## src/rtl/tdc_fifo_arbiter_pkg.sv

```systemverilog
// tdc_fifo_arbiter_pkg: shared FSM encoding and index-width helper for the TDC FIFO merger
package tdc_fifo_arbiter_pkg;
  typedef enum logic {SELECT, GRANT} state_t;
  function automatic int idx_w(int n);
    return n > 1 ? $clog2(n) : 1;
  endfunction
endpackage

```

## src/rtl/tdc_fifo_arbiter_if.sv

```systemverilog
// tdc_fifo_arbiter_if: channel FIFO side and downstream FIFO side of the merger
interface tdc_fifo_arbiter_if #(
  parameter int N_CH = 4,
  parameter int DATA_WIDTH = 32
);
  logic [N_CH-1:0] CH_EN;
  logic [N_CH-1:0] CH_FIFO_EMPTY;
  logic [N_CH-1:0] CH_FIFO_READ;
  logic [N_CH*DATA_WIDTH-1:0] CH_FIFO_DATA;
  logic FIFO_READ;
  logic FIFO_EMPTY;
  logic [DATA_WIDTH-1:0] FIFO_DATA;
  logic [3:0] FIFO_CH;
  logic READ_ERR;
  modport master (
    input CH_EN, CH_FIFO_EMPTY, CH_FIFO_DATA, FIFO_READ,
    output CH_FIFO_READ, FIFO_EMPTY, FIFO_DATA, FIFO_CH, READ_ERR
  );
  modport slave (
    output CH_EN, CH_FIFO_EMPTY, CH_FIFO_DATA, FIFO_READ,
    input CH_FIFO_READ, FIFO_EMPTY, FIFO_DATA, FIFO_CH, READ_ERR
  );
endinterface

```

## src/rtl/tdc_fifo_arbiter_rr_select.sv

```systemverilog
// tdc_fifo_arbiter_rr_select: combinational round-robin pick, searching last+1 .. last (mod N)
module tdc_fifo_arbiter_rr_select #(
  parameter int N = 4,
  parameter int W = 2
) (
  input  logic [N-1:0] eligible,
  input  logic [W-1:0] last,
  output logic [W-1:0] next,
  output logic         found
);
  logic [2*N-1:0] rot;
  // rot[j] is the eligibility of channel (last+1+j) mod N; lowest j wins
  always_comb begin
    rot = {eligible, eligible} >> (int'(last) + 1);
    next = last;
    for (int j = N - 1; j >= 0; j--)
      if (rot[j]) next = W'((int'(last) + 1 + j) % N);
  end
  assign found = |eligible;
endmodule

```

## src/rtl/tdc_fifo_arbiter.sv

```systemverilog
// tdc_fifo_arbiter: round-robin, burst-limited merger of N_CH FWFT TDC FIFOs into one output register
module tdc_fifo_arbiter
  import tdc_fifo_arbiter_pkg::*;
#(
  parameter int N_CH = 4,
  parameter int DATA_WIDTH = 32,
  parameter int BURST = 8
) (
  input logic BUS_CLK,
  input logic BUS_RST,
  tdc_fifo_arbiter_if.master bus
);
  localparam int GW = idx_w(N_CH);
  state_t state, state_n;
  logic [GW-1:0] g, g_n, sel;
  logic [7:0] cnt, cnt_n;
  logic [N_CH-1:0] eligible;
  logic found, load, pop;
  logic out_valid, read_err;
  logic [DATA_WIDTH-1:0] out_data;
  logic [3:0] out_ch;
  assign eligible = bus.CH_EN & ~bus.CH_FIFO_EMPTY;
  assign load = !out_valid || bus.FIFO_READ;
  tdc_fifo_arbiter_rr_select #(.N(N_CH), .W(GW)) u_rr_select (
    .eligible(eligible),
    .last(g),
    .next(sel),
    .found(found)
  );
  always_comb begin
    state_n = state;
    g_n = g;
    cnt_n = cnt;
    pop = 1'b0;
    if (state == SELECT) begin
      if (found) begin
        state_n = GRANT;
        g_n = sel;
        cnt_n = '0;
      end
    end else if (!eligible[g] || cnt == 8'(BURST)) begin
      state_n = SELECT;
    end else if (load) begin
      pop = 1'b1;
      cnt_n = cnt + 8'd1;
    end
  end
  always_ff @(posedge BUS_CLK or posedge BUS_RST) begin
    if (BUS_RST) begin
      state <= SELECT;
      g <= GW'(N_CH - 1);
      cnt <= '0;
      out_valid <= 1'b0;
      out_data <= '0;
      out_ch <= '0;
      read_err <= 1'b0;
    end else begin
      state <= state_n;
      g <= g_n;
      cnt <= cnt_n;
      if (bus.FIFO_READ && !out_valid) read_err <= 1'b1;
      if (load) out_valid <= pop;
      if (pop) begin
        out_data <= bus.CH_FIFO_DATA[g*DATA_WIDTH +: DATA_WIDTH];
        out_ch <= 4'(g);
      end
    end
  end
  assign bus.CH_FIFO_READ = pop ? N_CH'(1) << g : '0;
  assign bus.FIFO_EMPTY = !out_valid;
  assign bus.FIFO_DATA = out_data;
  assign bus.FIFO_CH = out_ch;
  assign bus.READ_ERR = read_err;
endmodule
```

## src/flat_wrapper.sv

```systemverilog
// flat-port wrapper written by rule: the top's interface ports become plain ports
module tdc_fifo_arbiter_flat import tdc_fifo_arbiter_pkg::*;
#(
  parameter int N_CH = 4,
  parameter int DATA_WIDTH = 32,
  parameter int BURST = 8
)
  (BUS_CLK, BUS_RST, bus_CH_EN, bus_CH_FIFO_EMPTY, bus_CH_FIFO_DATA, bus_FIFO_READ, bus_CH_FIFO_READ, bus_FIFO_EMPTY, bus_FIFO_DATA, bus_FIFO_CH, bus_READ_ERR);
  tdc_fifo_arbiter_if #(.N_CH(N_CH), .DATA_WIDTH(DATA_WIDTH)) bus_i ();
  input logic BUS_CLK;
  input logic BUS_RST;
  input wire logic [$bits(bus_i.CH_EN)-1:0] bus_CH_EN;
  input wire logic [$bits(bus_i.CH_FIFO_EMPTY)-1:0] bus_CH_FIFO_EMPTY;
  input wire logic [$bits(bus_i.CH_FIFO_DATA)-1:0] bus_CH_FIFO_DATA;
  input wire logic [$bits(bus_i.FIFO_READ)-1:0] bus_FIFO_READ;
  output wire logic [$bits(bus_i.CH_FIFO_READ)-1:0] bus_CH_FIFO_READ;
  output wire logic [$bits(bus_i.FIFO_EMPTY)-1:0] bus_FIFO_EMPTY;
  output wire logic [$bits(bus_i.FIFO_DATA)-1:0] bus_FIFO_DATA;
  output wire logic [$bits(bus_i.FIFO_CH)-1:0] bus_FIFO_CH;
  output wire logic [$bits(bus_i.READ_ERR)-1:0] bus_READ_ERR;
  assign bus_i.CH_EN = bus_CH_EN;
  assign bus_i.CH_FIFO_EMPTY = bus_CH_FIFO_EMPTY;
  assign bus_i.CH_FIFO_DATA = bus_CH_FIFO_DATA;
  assign bus_i.FIFO_READ = bus_FIFO_READ;
  assign bus_CH_FIFO_READ = bus_i.CH_FIFO_READ;
  assign bus_FIFO_EMPTY = bus_i.FIFO_EMPTY;
  assign bus_FIFO_DATA = bus_i.FIFO_DATA;
  assign bus_FIFO_CH = bus_i.FIFO_CH;
  assign bus_READ_ERR = bus_i.READ_ERR;
  tdc_fifo_arbiter #(.N_CH(N_CH), .DATA_WIDTH(DATA_WIDTH), .BURST(BURST)) u_core (.BUS_CLK(BUS_CLK), .BUS_RST(BUS_RST), .bus(bus_i));
endmodule
```

## config.mk

```make
export PLATFORM = sky130hd
export DESIGN_NAME = tdc_fifo_arbiter_flat
export DESIGN_NICKNAME = d
export VERILOG_FILES = /design/src/rtl/tdc_fifo_arbiter_pkg.sv /design/src/rtl/tdc_fifo_arbiter_if.sv /design/src/rtl/tdc_fifo_arbiter_rr_select.sv /design/src/rtl/tdc_fifo_arbiter.sv /design/src/flat_wrapper.sv
export SDC_FILE = /design/constraint.sdc
export NUM_CORES = 1
export LEC_CHECK = 0
export CORE_AREA = 10 10 100 102
export CTS_CLUSTER_SIZE = 14
export DETAILED_ROUTE_END_ITERATION = 8
export DIE_AREA = 0 0 110 112
export PLACE_DENSITY = 0.81
export SYNTH_ARGS = -nofsm -noshare
export SYNTH_HDL_FRONTEND = slang
export SYNTH_HIERARCHICAL = 1
export SYNTH_SLANG_ARGS = --single-unit
```

## constraint.sdc

```tcl
create_clock -name BUS_CLK -period 2.31 [get_ports BUS_CLK]
set_input_delay 0.231 -clock BUS_CLK [delete_from_list [all_inputs] [get_ports BUS_CLK]]
set_output_delay 0.231 -clock BUS_CLK [all_outputs]
set_load 0.01 [all_outputs]
```

==> reports/metrics.csv <==
metric,value,unit
status,"complete, no violations",
Port-buffer cells,178,
Post-Route WL,9.89,mm
initial core utilization,37.3,%
detail-routed via count per cell,5.07,
flop2flop setup slack,200,ps
area grow syn2layout,68.3,%
RSZ-0062 raised after global routing,true,
Worst Reg-to-Reg Cells,7,
Worst R2R Start,u_core/cnt[0],
CP Class,reg2out,
Synth Register Bits,47,
Tightest Hold Check Type,in2async,
Pleak,2.00,nW
Netlist cell types,41,
row count,33,
Antenna diodes,0,
"area leader, netlist",dfrtp_1,
Synth top area share,37.5,%
"Slew Viols, Final",0,
vias in the first global route,3160,
CP Buf/Inv Count,2,
CP top delay family,compound AO/OA/AOI/OAI gates,
Layout fillers,649,
Finished Layout Cells,516,
critical path depth,7,
post-layout net count,551,
Post-synth ARST share,100,%
post-DP HPWL,8.52,mm
initial antenna violation count,0,
die area,0.0123,mm²
I/O pin total,181,
largest net degree at the start of global routing,34,
root buf cell,clkbuf_8,
TritonCTS clock tree,built,
Synth Instances,222,
"Critical Path, Cell by Cell",inv_1 > ha_1 > nor4b_4 > a311o_2 > nor2_8 > and3_1 > clkdlybuf4s15_2,
Pwr Total,4.93,mW
clock buffer count from CTS,5,
Die W,110,µm
first-pass GRT wire length,15.9,mm
later-pin clock latency in the skew report,290,ps
PwrDens,976,mW/mm²
Worst Path Arrival,1990,ps
Remaining DRCs,0,
TritonRoute pass-1 iters,4,
syn avg cell area,13.5,µm²
clock tree buffer depth,2,
WP data required,2080,ps
Die Y,112,µm
final setup vio count,0,
crit path capture type,output port,
clk slew on worst S/H paths,80,ps
setup_tns,0,ps
Finished Cell Area,0.00505,mm²
gr usage total,16.4,%
"Hold-fix buffers, CTS",0,
"Primary FF master, synth",dfrtp_1,
VDD IR max,419,µV
post-synthesis sequential area ratio,39.3,%
critical path launch point type,flip-flop,
gr ovfl total,0,
largest cells by area after synthesis,"dfrtp_1 (37%), mux4_2 (25%), mux2_1 (7.9%), mux2_2 (3.4%), mux2_4 (3.0%)",
H-tree depth,2,
postcts setup bufs,0,
YS warnings,6,
Tmin final,2220,ps
CP peak stage delay,450,ps
fin crit share,96.3,%
RePlAce Congestion,0.875,
Vias,2618,
layout cells sized above 1,20.7,%
placed inst area,0.00497,mm²
fmax,0.450,GHz
Synth Cell Area,0.00300,mm²
slowest CP cell,a311o_2,
placed cells,508,
number of synthesized flops with an enable pin,0,
Initial DRC Count,95,
CTS sink cnt,47,
max_cap viols,0,
Avg WL per Cell,19.2,µm
Worst Path Max Fanout,5,
Fin Clk Skew,4.78,ps
Critical R2R Capture,u_core/bus.FIFO_DATA[14],
final count of hold timing violations,0,
Final ANT Viol Nets,0,
Core Area,0.00805,mm²
## worst max-delay path by stage
stage / start / to / slack (ps)
after detailed placement: bus_CH_FIFO_EMPTY[2] / bus_CH_FIFO_READ[3] / -140
final: u_core/cnt[0] / bus_CH_FIFO_READ[3] / 90
after floorplan: u_core/g[0] / u_core/bus.FIFO_DATA[2] / 230
after CTS: u_core/cnt[0] / bus_CH_FIFO_READ[3] / 40
after global placement: bus_CH_FIFO_EMPTY[3] / bus_CH_FIFO_READ[3] / -130
after global routing: u_core/cnt[0] / bus_CH_FIFO_READ[3] / -30
## per-layer routing
layer	global-route usage (%)	up-vias	share of wire (%)
li1	-	1224	-
met1	15.9	1267	32
met2	29.3	118	55
met3	8.25	9	11
met4	4.69	0	1.4
met5	0	-	0
## flip-flops by register name, indices dropped and copies added (netlist names)
signal                cells
u_core/bus.READ_ERR       1
u_core/out_valid          1
u_core/cnt                8
u_core/g                  2
u_core/state              1
u_core/bus.FIFO_CH        2
u_core/bus.FIFO_DATA     32
## final cells by class
class | instances | area (µm²) | area share [%]
Clock buffer | 7 | 76.3 | 1.51
Timing Repair Buffer | 197 | 1930 | 38.2
Inverter | 16 | 60.1 | 1.19
Multi-Input combinational cell | 143 | 1670 | 33.0
Clock inverter | 1 | 5.00 | 0.0991
Tap cell | 105 | 131 | 2.60
Sequential cell | 47 | 1180 | 23.3
## cell usage in the layout, fill, tap and decap left out, drive strengths merged, types with 2 or more instances in the layout
| master | count |
|---|---|
| nor2b | 2 |
| dfstp | 2 |
| mux2 | 36 |
| conb | 2 |
| nor2 | 4 |
| clkdlybuf4s15 | 2 |
| dfrtp | 45 |
| nand2 | 10 |
| nor3 | 6 |
| mux4 | 34 |
| o221ai | 5 |
| o21ai | 8 |
| nor3b | 2 |
| clkbuf | 9 |
| inv | 16 |
| nand3 | 10 |
| a21oi | 2 |
| buf | 19 |
| ha | 2 |
| nand2b | 6 |
| clkdlybuf4s50 | 174 |
| or4 | 2 |
## report_power, final
part	total [mW]	leakage [nW]	internal [mW]	switching, mW
combinational	3.07	1.39	1.83	1.25
clock	0.470	0.0422	0.213	0.257
sequential	1.39	0.570	1.20	0.193
## kinds of logic after synthesis
group | share of synthesized area [%]
AND/OR/NAND/NOR | 8.83
flip-flops | 39.2
multiplexers | 40.1
buffers and inverters | 5.58
AO/OA/AOI/OAI | 5.29
other | 0.125
adder cells (fa/ha/maj) | 0.833
## cell usage after synthesis (2+ instances only)
| cell type | instances |
|---|---|
| dfrtp_1 | 45 |
| mux4_2 | 34 |
| mux2_1 | 21 |
| inv_1 | 16 |
| nand3_1 | 10 |
| mux2_2 | 9 |
| nand2_1 | 9 |
| mux2_4 | 6 |
| nand2b_1 | 6 |
| nor3_1 | 6 |
| o21ai_0 | 6 |
| clkbuf_1 | 5 |
| o221ai_1 | 5 |
| buf_2 | 4 |
| buf_6 | 4 |
| nor2_1 | 3 |
| a21oi_1 | 2 |
| buf_4 | 2 |
| dfstp_2 | 2 |
| ha_1 | 2 |
| nor2b_1 | 2 |
| nor3b_1 | 2 |
| o21ai_1 | 2 |
| or4_1 | 2 |
## per-stage QoR
step / hold WS [ps] / util [%] / setup WS, ps
4_1_cts: 290 / 62.7 / 36.5
6_report: 275 / 62.8 / 85.9
3_5_place_dp: 448 / 61.7 / -136
3_3_place_gp: 440 / 61.7 / -134
2_1_floorplan: 341 / - / 233
5_1_grt: 325 / 62.8 / -32.4
## repair_timing
item / in CTS / in global routing
endpoints found under the setup margin: 4 / 36
gates resized for setup: 6 / 8
pin swaps: 0 / 1
(Power assumes the default switching activity.)
